`src/rtl/ysyx_22040125_lsu_axi_bridge.sv`:
```
// Turns MEM's level-held load/store requests into single-beat AXI4-Lite transactions.
// A completion is held in HOLD until the pipeline advances. R/B waits are bounded by TIMEOUT_CYC.
`timescale 1ns/1ps
module ysyx_22040125_lsu_axi_bridge #(
  parameter int unsigned TIMEOUT_CYC = 255
) (
  input  logic        clk,
  input  logic        rst_n,
  input  logic        data_r_en,
  input  logic        data_w_en,
  input  logic [31:0] data_r_addr,
  input  logic [31:0] data_w_addr,
  input  logic [2:0]  byte_off,
  input  logic [2:0]  arsize_code,
  input  logic [2:0]  awsize_code,
  input  logic [63:0] data_w,
  input  logic [7:0]  data_w_mask,
  input  logic        pipe_adv,
  output logic        data_r_valid,
  output logic        data_w_valid,
  output logic [63:0] rdata,
  output logic        bus_err,
  output logic        arvalid,
  input  logic        arready,
  output logic [31:0] araddr,
  output logic [2:0]  arsize,
  input  logic        rvalid,
  output logic        rready,
  input  logic [63:0] rdata_axi,
  input  logic [1:0]  rresp,
  output logic        awvalid,
  input  logic        awready,
  output logic [31:0] awaddr,
  output logic [2:0]  awsize,
  output logic        wvalid,
  input  logic        wready,
  output logic [63:0] wdata,
  output logic [7:0]  wstrb,
  input  logic        bvalid,
  output logic        bready,
  input  logic [1:0]  bresp
);

  typedef enum logic [2:0] {IDLE, RD_AR, RD_R, WR_AW_W, WR_B, HOLD} state_t;

  state_t      state;
  logic [2:0]  off_q;
  logic [31:0] tmo_cnt;
  logic        timeout;

  function automatic logic [2:0] size_map(input logic [2:0] code);
    case (code)
      3'b100:  size_map = 3'd0;
      3'b010:  size_map = 3'd1;
      3'b001:  size_map = 3'd2;
      default: size_map = 3'd3;
    endcase
  endfunction

  // tmo_cnt counts waiting cycles already spent; abort on the TIMEOUT_CYC-th one.
  assign timeout = (TIMEOUT_CYC != 0) && (tmo_cnt == TIMEOUT_CYC - 1);

  always_ff @(posedge clk or negedge rst_n) begin
    if (!rst_n) begin
      state        <= IDLE;
      off_q        <= 3'd0;
      tmo_cnt      <= 32'd0;
      data_r_valid <= 1'b0;
      data_w_valid <= 1'b0;
      rdata        <= 64'd0;
      bus_err      <= 1'b0;
      arvalid      <= 1'b0;
      araddr       <= 32'd0;
      arsize       <= 3'd0;
      rready       <= 1'b0;
      awvalid      <= 1'b0;
      awaddr       <= 32'd0;
      awsize       <= 3'd0;
      wvalid       <= 1'b0;
      wdata        <= 64'd0;
      wstrb        <= 8'd0;
      bready       <= 1'b0;
    end else begin
      bus_err <= 1'b0;
      case (state)
        IDLE: begin
          if (data_r_en) begin
            araddr  <= data_r_addr;
            arsize  <= size_map(arsize_code);
            off_q   <= byte_off;
            arvalid <= 1'b1;
            state   <= RD_AR;
          end else if (data_w_en) begin
            awaddr  <= data_w_addr;
            awsize  <= size_map(awsize_code);
            off_q   <= byte_off;
            wdata   <= data_w << {byte_off, 3'b000};
            wstrb   <= data_w_mask;
            awvalid <= 1'b1;
            wvalid  <= 1'b1;
            state   <= WR_AW_W;
          end
        end
        RD_AR: begin
          if (arready) begin
            arvalid <= 1'b0;
            rready  <= 1'b1;
            tmo_cnt <= 32'd0;
            state   <= RD_R;
          end
        end
        RD_R: begin
          if (rvalid) begin
            rdata        <= rdata_axi >> {off_q, 3'b000};
            bus_err      <= (rresp != 2'b00);
            rready       <= 1'b0;
            data_r_valid <= 1'b1;
            state        <= HOLD;
          end else if (timeout) begin
            rdata        <= 64'd0;
            bus_err      <= 1'b1;
            rready       <= 1'b0;
            data_r_valid <= 1'b1;
            state        <= HOLD;
          end else begin
            tmo_cnt <= tmo_cnt + 32'd1;
          end
        end
        WR_AW_W: begin
          // A dropped valid means that channel's handshake is already done.
          if (awvalid && awready) awvalid <= 1'b0;
          if (wvalid && wready) wvalid <= 1'b0;
          if ((!awvalid || awready) && (!wvalid || wready)) begin
            bready  <= 1'b1;
            tmo_cnt <= 32'd0;
            state   <= WR_B;
          end
        end
        WR_B: begin
          if (bvalid) begin
            bus_err      <= (bresp != 2'b00);
            bready       <= 1'b0;
            data_w_valid <= 1'b1;
            state        <= HOLD;
          end else if (timeout) begin
            bus_err      <= 1'b1;
            bready       <= 1'b0;
            data_w_valid <= 1'b1;
            state        <= HOLD;
          end else begin
            tmo_cnt <= tmo_cnt + 32'd1;
          end
        end
        HOLD: begin
          if (pipe_adv) begin
            data_r_valid <= 1'b0;
            data_w_valid <= 1'b0;
            state        <= IDLE;
          end
        end
        default: state <= IDLE;
      endcase
    end
  end

endmodule

```
`config.mk`:
```
export PLATFORM = sky130hd
export DESIGN_NAME = ysyx_22040125_lsu_axi_bridge
export DESIGN_NICKNAME = d
export VERILOG_FILES = /design/src/rtl/ysyx_22040125_lsu_axi_bridge.sv
export SDC_FILE = /design/constraint.sdc
export NUM_CORES = 1
export LEC_CHECK = 0
export CORE_ASPECT_RATIO = 0.7
export CORE_UTILIZATION = 42
export CTS_CLUSTER_DIAMETER = 40
export DETAILED_ROUTE_END_ITERATION = 6
export MAX_ROUTING_LAYER = met4
export PLACE_DENSITY_LB_ADDON = 0.05
export SLEW_MARGIN = 20
export SYNTH_ARGS = -nofsm -noshare
export SYNTH_HDL_FRONTEND = slang
export SYNTH_SLANG_ARGS = --single-unit
```
`constraint.sdc`:
```
create_clock -name clk -period 2.3 [get_ports clk]
set_input_delay 0.46 -clock clk [delete_from_list [all_inputs] [get_ports clk]]
set_output_delay 0.46 -clock clk [all_outputs]
set_load 0.01 [all_outputs]
```
# Word level (Yosys, flattened, before mapping)
# Index checks and enable logic that the tools add are counted.
dict set report op_classes {
  bitwise 1
  n_reduce_logical 32
  addsub 1
  shift 2
  eq_ne 25
  muxes 47
}
# operator count
set ops {}
lappend ops {{$mux 32} 5}
lappend ops {{$mux 64} 2}
lappend ops {{$pmux 32 s4} 1}
lappend ops {{$shl 64x6->64} 1}
lappend ops {{$shr 64x6->64} 1}
lappend ops {{$add 32x1->32 const B} 1}
lappend ops {{$eq 32x8->1 const B} 1}
lappend ops {{$mux 3} 10}
lappend ops {{$ne 2x2->1 const B} 10}
lappend ops {{$reduce_bool 2->1} 10}
lappend ops {{$mux 1} 18}
lappend ops {{$pmux 3 s6} 1}
lappend ops {{$reduce_and 3->1} 6}
lappend ops {{$pmux 1 s2} 8}
lappend ops {{$eq 3x2->1 const B} 4}
lappend ops {{$eq 3x3->1 const B} 4}
lappend ops {{$pmux 2 s3} 2}
lappend ops {{$reduce_and 4->1} 3}
lappend ops {{$eq 3x1->1 const B} 3}
lappend ops {{$ne 3x3->1 const B} 3}
lappend ops {{$reduce_and 2->1} 3}
lappend ops {{$reduce_and 5->1} 1}
lappend ops {{$reduce_bool 4->1} 1}
lappend ops {{$logic_and 1x1->1} 3}
lappend ops {{other kinds (4)} 6}
dict set report totals {
  in_bits 223
  elab_cells 126
  output_inout_bits 214
  regBits 252
}

# Depth between registers and ports, before layout
# Gate-level depths: netlist (run 1).
dict set report logic_depth {
  ltp_word 5
  depth_mapped 9
  mapped_depth_nobuf 7
}

# Worst setup path before layout (run 1)
# No wires, ideal clock.
dict set report synth_timing {
  kind {reg-to-reg}
  from {reg tmo_cnt[20]}
  to {reg rdata[23]}
  setup_ns 0.126
  arrival_ns 2.320
  path_buffers 1
  stages_incl_launch_ff 7
  path_slack_ns -0.146
  synth_period_minus_slack_ns 2.446
  required_ns 2.174
  cell_sequence {dfrtp_1 > or4_1 > or4_4 > o31ai_4 > nand2_2 > buf_6 > a221o_1}
}
dict set report synth_via {
  elab_chain_len 3
}
# item line
set synth_lines {}
lappend synth_lines {{start: declaration} 48} ;# logic [31:0] tmo_cnt;
lappend synth_lines {{start signal: assignment} 126} ;# tmo_cnt <= tmo_cnt + 32'd1;
lappend synth_lines {{start signal: assignment} 151} ;# tmo_cnt <= tmo_cnt + 32'd1;
lappend synth_lines {{$eq 32x8->1} 61} ;# assign timeout = (TIMEOUT_CYC != 0) && (tmo_cnt == TIMEOUT_CYC - 1);
lappend synth_lines {{$reduce_bool 2->1 (no source line)} --}
lappend synth_lines {{$reduce_and 2->1 (no source line)} --}
lappend synth_lines {{end signal: assignment} 114} ;# rdata <= rdata_axi >> {off_q, 3'b000};
lappend synth_lines {{end: declaration} 21} ;# output logic [63:0] rdata,
# No other way between the ends.
# A chain may end at the register's enable or synchronous reset.

# Worst setup path after layout (run 1)
dict set report layout_timing {
  from {reg tmo_cnt[29]}
  to {reg rdata[19]}
}
# The elaborated chain is that of the path after synthesis.

==> out/metrics.yaml, run 1 <==
drt_iter0_markers: 731
synth_area_per_cell_um2: 10.7
swShare_pct: 34.3
p_int_mw: 15.8
slew_violations: 0
path_cells: "or4_4, or4_4, o31ai_4, nand2_4, clkbuf_16, a221o_1"
syn_area_um2: 12900
clock_sinks: 250
comb_power_share_pct: 45.8
vias_per_cell: 5.39
grt_pass1_vias: 11400
synth_enable_flop_cells: 0
crit_slowest_cell: "or4_4"
grt_antenna_before_repair: 1
start_kind: "register"
grt-ovfl-total: 0
arrival_ns: 2.83
pwr-share-seq_pct: 30.4
maxSlewHeadroom_pct: 39.1
setup_ws_ns: -0.134
clk_pin_slew_ns: 0.06
clock_latency_ns: 0.52
cpMostUsedCell: "or4_4"
fmax_mhz: 411
hold_viol_final: 0
crit_type: "reg2reg"
grt_pass1_wl_um: 67400
finalCriticalPeriod_ns: 2.43
critPathMaxStageDelay_ns: 0.53
firstDrtPassIters: 5
cts_tree: "yes"
clkPwrFrac_pct: 23.8
yosys_warnings: 0
nets: 1935
wl_per_cell_um: 20.7
rows: 53
yosysUniqueCellTypes: 60
seq_area_frac_synth_pct: 48.6
grt_max_degree: 69
synth.most_common_cell: "dfrtp_1"
wirelength_um: 44500
p_per_area_nw_per_um2: 1210
ios: 437
yosys-top-cells-area: "dfrtp_1, mux2_2, mux2i_1"
synthToLayoutAreaGrowth_pct: 53.6
fin_skew_ns: 0.0162
vias: 11600
synth-seq-cells: 250
yosys.area.top_type_share_pct: 48.6
dpl.hpwl_um: 33600
postRouteAntennaNets: 0
yosys_most_used_dff: "dfrtp_1"
cts_buffers: 38
period_share_pct: 106
dieArea_um2: 31400
start_util_pct: 42.8
cp_max_fo: 8
rsz0062_at_grt: "true"
leakage_nw: 8.37
ys_async_sr_fraction_pct: 100
critical_path.top_delay_family: "simple AND/OR/NAND/NOR gates"
worst_pin_slew_ns: 0.910
floorplan.die.height_um: 149
vdd_drop_max_mv: 0.870
htreeDepth: 2
hold_class: "in2reg"
finalSetupTns_ns: -5.97
crit_buf_inv: 1
drive_gt1_share_pct: 19.3
core-area_um2: 30100
setup_viol: 64
drv_cap: 0
utilization_pct: 65.7
critPathCaptureType: "register"
yosys.area.top_type: "dfrtp_1"
drc_errors: 0
worstPathRequired_ns: 2.70
clockRootBuffer: "clkbuf_16"
power.switching_mw: 8.24
place_congestion: 0.963
status: "finished, violations left"
violations: "negative setup slack"
synthTopCellsByCount: "dfrtp_1, mux2_2, nand2_1"
cts.path.max_buffers: 3
port_buffers: 434
fp.dieW_um: 211
postSynthCellCount: 1204
grt_use_total_pct: 28.8
==> kinds of logic (layout without fill, tap and decap cells) <==
group / count (synthesis) / in the layout / synth area share [%]
AO/OA/AOI/OAI: 347 / 347 / 18.2
AND/OR/NAND/NOR: 283 / 283 / 10.9
flip-flops: 250 / 250 / 48.6
multiplexers: 211 / 211 / 18.4
buffers and inverters: 103 / 634 / 3.25
XOR/XNOR: 7 / 7 / 0.476
adder cells (fa/ha/maj): 2 / 2 / 0.194
other: 1 / 3 / 0.0291
==> layer usage <==
| metal | up-vias | routed length [um] | track usage [%] | share of wire, % |
|---|---|---|---|---|
| met4 | 0 | 680 | 6.27 | 1.5 |
| met2 | 420 | 19200 | 40.8 | 43 |
| met5 | - | 0 | - | 0 |
| met3 | 50 | 3590 | 7.45 | 8.1 |
| met1 | 5618 | 21100 | 41.2 | 47 |
| li1 | 5492 | - | - | - |
==> worst reg2reg max path: stages, from the launching register on <==
cell,delay [ns]
dfrtp_1,0.37
or4_4,0.53
or4_4,0.51
o31ai_4,0.25
nand2_4,0.14
clkbuf_16,0.20
a221o_1,0.31
==> registers in the layout, indices dropped and copies added (netlist names) <==
name and cells:
state 3, off_q 3, tmo_cnt 32, wdata 64, rdata 64, data_r_valid 1, awsize 2, arsize 2
araddr 32, wstrb 8, wvalid 1, awvalid 1, awaddr 32, data_w_valid 1, rready 1, bus_err 1
arvalid 1, bready 1
==> power by group through the flow <==
| stage | registers (mW) | clock network, mW | logic, mW |
|---|---|---|---|
| floorplan | 7.91 | 0 | 4.26 |
| global placement | 7.27 | 0 | 10.8 |
| detailed placement | 7.29 | 0 | 10.9 |
| CTS | 7.29 | 5.84 | 10.9 |
| global route | 7.51 | 6.04 | 11.7 |
| finish | 7.29 | 5.72 | 11.0 |
==> repair_timing <==
item / 4_1_cts / 5_1_grt
hold buffers: 1 / 0
endpoints found under the setup margin: 55 / 88
resized for setup: 1 / 11
endpoints found under the hold margin: 49 / 0
cloned: 0 / 2
pin swaps: 0 / 4
setup buffers: 0 / 3
==> placed cells by master, fill, tap and decap left out, types with 7 or more instances in the layout <==
| cell | n |
|---|---|
| o2bb2ai_1 | 31 |
| o21ai_0 | 81 |
| nand2_1 | 91 |
| a221o_1 | 16 |
| a21oi_1 | 87 |
| or4_1 | 14 |
| mux4_2 | 8 |
| mux2_2 | 122 |
| clkdlybuf4s50_1 | 430 |
| dfrtp_1 | 248 |
| or3_1 | 16 |
| nand4_1 | 10 |
| o31ai_1 | 10 |
| a22o_1 | 40 |
| buf_12 | 14 |
| nor2_1 | 71 |
| nor2b_1 | 29 |
| nor3_1 | 7 |
| mux2i_1 | 81 |
| a211oi_1 | 48 |
| buf_4 | 105 |
| o22a_1 | 8 |
| nand3_1 | 11 |
| inv_1 | 12 |
| clkbuf_16 | 41 |
==> per-stage QoR <==
step                cells  setup WS [ns]  area [um^2]  power [mW]  hold slack (ns)
floorplan            1205        -0.0177        12900        12.2            0.164
global placement     2076        -0.0734        18400        18.0            0.410
detailed placement   2076         -0.108        18400        18.1            0.407
CTS                  2143         -0.102        19700        24.0            0.234
global route         2149         -0.204        19800        25.3            0.259
finish               2149         -0.134        19800        24.0            0.258
==> path summary, 6_finish.rpt <==
kind | start | end | slack, ns | cells after the start
setup / recovery | tmo_cnt[29] | rdata[19] | -0.13 | 6
min in group asynchronous | rst_n | awaddr[7] | 0.45 | 2
hold / removal | byte_off[2] | off_q[2] | 0.26 | 2
max in group asynchronous | rst_n | off_q[1] | 1.02 | 3
setup reg to reg | tmo_cnt[29] | rdata[19] | -0.13 | 6
hold reg to reg | awsize[0] | awsize[0] | 0.48 | 2
==> area by class of cell <==
class | instances | area [um^2]
antenna | 1 | 2.50
clock inverter | 18 | 199
timing repair buffer | 555 | 5460
tap | 412 | 515
inverter | 13 | 48.8
sequential | 250 | 6260
fill | 2490 | 10300
clock buffer | 48 | 1060
multi-input combinational | 852 | 6250
Power figures use the tool's default switching activity.
==> inputs of run 2 (changes only) <==
- CORE_ASPECT_RATIO: 0.7 -> 1.4
==> run 2 against run 1 <==
  * Combinational power barely moved
  * Critical path type unchanged
  * The run still ends with negative setup slack left
  * Design area fell by 0.82%
  * Maximum frequency rose by 2.7%
  * Sequential share of layout area rose by 0.26 points
  * Utilization fell by 0.37 points
  * Highest routed layer unchanged
  * Final cell count fell by 2.2%
==> out/metrics.yaml, run 2 (synthesis results as in run 1) <==
htreeDepth: 2  # unchanged
grt_antenna_before_repair: 1  # unchanged
fin_cells: 2102  # -2.2%
firstDrtPassIters: 5  # unchanged
clock_latency_ns: 0.53  # about the same
drive_gt1_share_pct: 18.3  # -1.0 points
violations: "negative setup slack"
p_per_area_nw_per_um2: 1210  # -0.47%
vdd_drop_max_mv: 0.744  # -14%
finalInstanceArea_um2: 19600  # -0.82%
wl_met1_um: 16800  # -20%
dp_slack_ns: -0.159  # -0.0511 ns
top_regs: "rdata: 64 flops, wdata: 64 flops"
dpl.hpwl_um: 33000  # -1.7%
postRouteAntennaNets: 0  # unchanged
crit_type: "reg2reg"
setup_viol: 42  # -34%
start_util_pct: 42.9  # +0.11 points
grt_max_degree: 70  # +1.4%
drc_errors: 0  # unchanged
power.switching_mw: 7.97  # -3.2%
clkPwrFrac_pct: 24.2  # +0.4 points
cts_tree: "yes"
drt_iter0_markers: 691  # -5.5%
layout_commonest_cell: "clkdlybuf4s50_1"
rsz0062_at_grt: "true"
setup_ws_ns: -0.0708  # +0.0628 ns
hold_class: "reg2reg"
port_buffers: 434  # unchanged
drv_cap: 0  # unchanged
p_int_mw: 15.7  # -0.26%
fin_skew_ns: 0.0167  # +0.000447 ns
fmax_mhz: 422  # +2.7%
nets: 1915  # -1.0%
fp.dieW_um: 150  # -29%
place_congestion: 0.918  # -4.7%
highest_layer: "met4"
grt_pass1_vias: 11800  # +2.9%
reg2reg_slack_ns: -0.07  # +0.06 ns
slew_violations: 0  # unchanged
wl_met2_um: 21500  # +12%
cts.path.max_buffers: 3  # unchanged
hold_viol_final: 0  # unchanged
start_kind: "register"
status: "finished, violations left"
met3_length_um: 3050  # -15%
synthToLayoutAreaGrowth_pct: 52.4
ios: 437  # unchanged
pwr-share-seq_pct: 30.8  # +0.4 points
vias_per_cell: 5.47  # +1.6%
grt-ovfl-total: 0  # unchanged
cp_max_fo: 10  # +2
critPathCaptureType: "register"
period_share_pct: 103  # -2.7 points
crit_slowest_cell: "or4_1"
rows: 75  # +42%
path_cells: "or4_1, or4_4, o31ai_4, nand2_2, buf_4, a221o_1"
core-area_um2: 30000  # -0.26%
arrival_ns: 2.76  # -0.07 ns
wirelength_um: 43300  # -2.7%
placed_cells: 2032  # -2.1%
clk_pin_slew_ns: 0.05  # about the same
dieArea_um2: 31400  # about the same
critPathMaxStageDelay_ns: 0.52  # about the same
clockRootBuffer: "clkbuf_16"
hold_ws_ns: 0.474  # +0.217 ns
clock_sinks: 250  # unchanged
vias: 11500  # -0.62%
grt_use_total_pct: 28.5  # -0.27 points
grt_pass1_wl_um: 66600  # -1.2%
floorplan.die.height_um: 209  # +41%
finalCriticalPeriod_ns: 2.37  # -0.0628 ns
cts_buffers: 37  # -2.6%
placed_cell_area_um2: 18300  # -0.67%
worstPathRequired_ns: 2.69  # about the same
maxSlewHeadroom_pct: 49.9  # +11 points
final_cell_mix: "clkdlybuf4s50_1, dfrtp_1, mux2_2"
swShare_pct: 33.7  # -0.68 points
comb_power_share_pct: 45.0  # -0.8 points
wl_per_cell_um: 20.6  # -0.50%
leakage_nw: 8.24  # -1.5%
worst_pin_slew_ns: 0.748  # -0.162 ns
-- run 2: cell count changes in the layout (fill, tap and decap cells not counted), moves of 2 or more --
cell / delta
clkbuf_1: -2
inv_8: -6
buf_4: -22
o21ai_0: +2
o21ai_1: -2
clkinvlp_4: +6
buf_12: +3
-- run 2: timing repair --
action	CTS	global route
pin swaps	1	5
gates cloned	0	1
endpoints found under the hold margin	62	0
buffers inserted	0	2
setup endpoints to repair	47	83
resized for setup	1	7
hold buffers	1	0
-- run 2: metal layers --
| layer | vias to the layer above | GRT usage (%) |
|---|---|---|
| met4 | 0 | 12.9 |
| met2 | 384 | 46.0 |
| met3 | 86 | 6.92 |
| met1 | 5579 | 33.4 |
| li1 | 5459 | - |
| met5 | - | - |
-- run 2: path summary, 6_finish.rpt --
path / startpoint / endpoint / cells after the start
max: tmo_cnt[29] / rdata[31] / 6
min: wdata[50] / wdata[50] / 2
max reg2reg: tmo_cnt[29] / rdata[31] / 6
min reg2reg: wdata[50] / wdata[50] / 2
max in group asynchronous: rst_n / wdata[2] / 3
min in group asynchronous: rst_n / tmo_cnt[0] / 2
-- run 2: final cells by class --
class / instances / area [um^2]
multi-input combinational: 852 / 6240
fill: 2490 / 10400
inverter: 13 / 48.8
sequential: 250 / 6260
tap: 385 / 482
clock inverter: 19 / 206
timing repair buffer: 536 / 5340
clock buffer: 46 / 1050
antenna: 1 / 2.50
-- run 2: power groups by stage --
stage | clock, mW | combinational, mW | sequential, mW
detailed placement | 0 | 10.7 | 7.32
CTS | 5.84 | 10.7 | 7.30
global route | 6.02 | 11.4 | 7.52
finish | 5.73 | 10.7 | 7.29
floorplan | 0 | 4.26 | 7.91
global placement | 0 | 10.6 | 7.28
-- run 2: worst max-delay path: cells and delay by family (launching register included) --
family	cells	cell delay, ns
simple gates	3	1.15
buf+inv	1	0.19
flops	1	0.37
compound gates	2	0.54
-- run 2: per-stage QoR --
| stage | TNS (ns) | util [%] | power, mW |
|---|---|---|---|
| 2_1_floorplan | -0.436 | - | 12.2 |
| 3_3_place_gp | -1.40 | 60.9 | 17.9 |
| 3_5_place_dp | -2.85 | 60.9 | 18.0 |
| 4_1_cts | -1.46 | 65.1 | 23.8 |
| 5_1_grt | -7.73 | 65.4 | 24.9 |
| 6_report | -1.66 | 65.4 | 23.7 |
==> inputs of run 3 (changes only) <==
- CORE_MARGIN: unset -> 3
==> run 3 against run 2 <==
  * Maximum frequency decreased by 0.65%
  * Largest cell class unchanged
  * First-iteration DRC count shrank 18%
  * The run still ends with negative setup slack left
  * Count of clock-buffer cells in the layout increased by 1
  * Total power fell by 0.74%
  * Die area up 4.6%
  * Via count is essentially flat
==> out/metrics.yaml, run 3 (synthesis results as in run 1) <==
status: "finished, violations left"
violations: "negative setup slack"
drc_errors: 0  # unchanged
postRouteAntennaNets: 0  # unchanged
hold_viol_final: 0  # unchanged
leakage_nw: 8.16  # -0.98%
drt_iter0_markers: 567  # -18%
fin_skew_ns: 0.0181  # +0.00138 ns
synthToLayoutAreaGrowth_pct: 51.0
crit_type: "reg2reg"
worst_pin_slew_ns: 0.881  # +0.133 ns
seq_area_um2: 6260  # unchanged
vias: 11500  # -0.017%
worstPathRequired_ns: 2.69  # about the same
firstDrtPassIters: 5  # unchanged
finalSetupTns_ns: -2.85  # -1.19 ns
maxSlewHeadroom_pct: 41.2  # -8.8 points
fillCellCount: 2383  # -4.3%
finalInstanceArea_um2: 19500  # -0.89%
start_util_pct: 42.8  # -0.13 points
cts.path.max_buffers: 3  # unchanged
clk_pin_slew_ns: 0.06  # about the same
rsz0062_at_grt: "true"
grt_use_total_pct: 26.6  # -2.0 points
multiInputGateArea_um2: 6240  # about the same
critPathCaptureType: "register"
fmax_mhz: 419  # -0.65%
floorplan.die.height_um: 213  # +1.9%
p_per_area_nw_per_um2: 1210  # +0.15%
clock_latency_ns: 0.51  # -0.02 ns
place_congestion: 0.871  # -5.1%
vias_per_cell: 5.52  # +0.75%
grt-ovfl-total: 0  # unchanged
wirelength_um: 44000  # +1.6%
grt_max_degree: 74  # +5.7%
slew_violations: 0  # unchanged
nets: 1904  # -0.57%
setup_ws_ns: -0.0864  # -0.0156 ns
grt_pass1_vias: 11800  # -0.093%
clock_sinks: 250  # unchanged
final_cell_mix: "clkdlybuf4s50_1, dfrtp_1, mux2_2"
layout_commonest_cell: "clkdlybuf4s50_1"
top_regs: "rdata: 64 flops, wdata: 64 flops"
placed_cell_area_um2: 18200  # -0.70%
core-area_um2: 30100  # +0.31%
grt_antenna_before_repair: 0  # -1
cts_tree: "yes"
start_kind: "register"
port_buffers: 434  # unchanged
rows: 75  # unchanged
ios: 437  # unchanged
dpl.hpwl_um: 33600  # +1.7%
fp.dieW_um: 154  # +2.7%
grt_pass1_wl_um: 67200  # +0.89%
utilization_pct: 64.6  # -0.78 points
cp_max_fo: 35  # +25
dieArea_um2: 32800  # +4.6%
reg2reg_slack_ns: -0.09  # -0.02 ns
arrival_ns: 2.78  # +0.02 ns
setup_viol: 50  # +19%
drive_gt1_share_pct: 17.3  # -1.0 points
finalCriticalPeriod_ns: 2.39  # +0.0156 ns
vdd_drop_max_mv: 0.898  # +21%
hold_class: "in2reg"
wl_per_cell_um: 21.1  # +2.4%
cts_buffers: 37  # unchanged
drv_cap: 0  # unchanged
htreeDepth: 2  # unchanged
clockRootBuffer: "clkbuf_16"
period_share_pct: 104  # +0.68 points
p_total_mw: 23.5  # -0.74%
run 3: path summary, 6_finish.rpt:
path                             start           to  depth (start not counted)
max in group asynchronous        rst_n    araddr[5]                          3
max reg2reg                tmo_cnt[29]    rdata[24]                          6
min reg2reg                  wdata[55]    wdata[55]                          2
min in group asynchronous        rst_n  tmo_cnt[12]                          2
max                        tmo_cnt[29]    rdata[24]                          6
min                        byte_off[2]    wdata[58]                          3
run 3: final cells by class:
class | instances | share of cell area (%)
Tap cell | 385 | 2.48
Antenna cell | 1 | 0.0129
Clock buffer | 47 | 5.16
Timing Repair Buffer | 525 | 27.0
Multi-Input combinational cell | 852 | 32.1
Sequential cell | 250 | 32.2
Clock inverter | 13 | 0.881
Inverter | 13 | 0.251
run 3: what timing repair did:
item,in CTS,in global routing
setup buffers,0,4
hold buffers,1,0
endpoints found under the hold margin,59,0
gates resized for setup,1,6
gates cloned,0,2
pin swaps,2,3
endpoints found under the setup margin,51,81
run 3: report_power, final:
group          switching (mW)  internal (mW)  total [mW]
clock network            2.06           3.42        5.49
logic                    4.85           5.92        10.8
registers                1.08           6.18        7.26
total                    7.99           15.5        23.5
run 3: worst max-delay path: stages (launching register included):
cell and delay, ns:
dfrtp_1 0.36, or4_1 0.51, or4_4 0.53, o31ai_4 0.23
nand2_2 0.11, buf_12 0.18, a221o_1 0.34
run 3: stage by stage:
step | cells | setup WS, ns | hold slack [ns]
finish | 2086 | -0.0864 | 0.413
global route | 2085 | -0.162 | 0.436
CTS | 2079 | -0.0690 | 0.387
detailed placement | 2018 | -0.230 | 0.467
global placement | 2018 | -0.155 | 0.463
floorplan | 1205 | -0.0177 | 0.164
run 3: per-layer routing:
metal	vias to the layer above	track usage (%)	routed length [um]
met4	0	10.4	1750
met2	383	44.1	22200
met3	91	7.56	3280
li1	5432	-	-
met1	5600	30.5	16800
met5	-	-	0
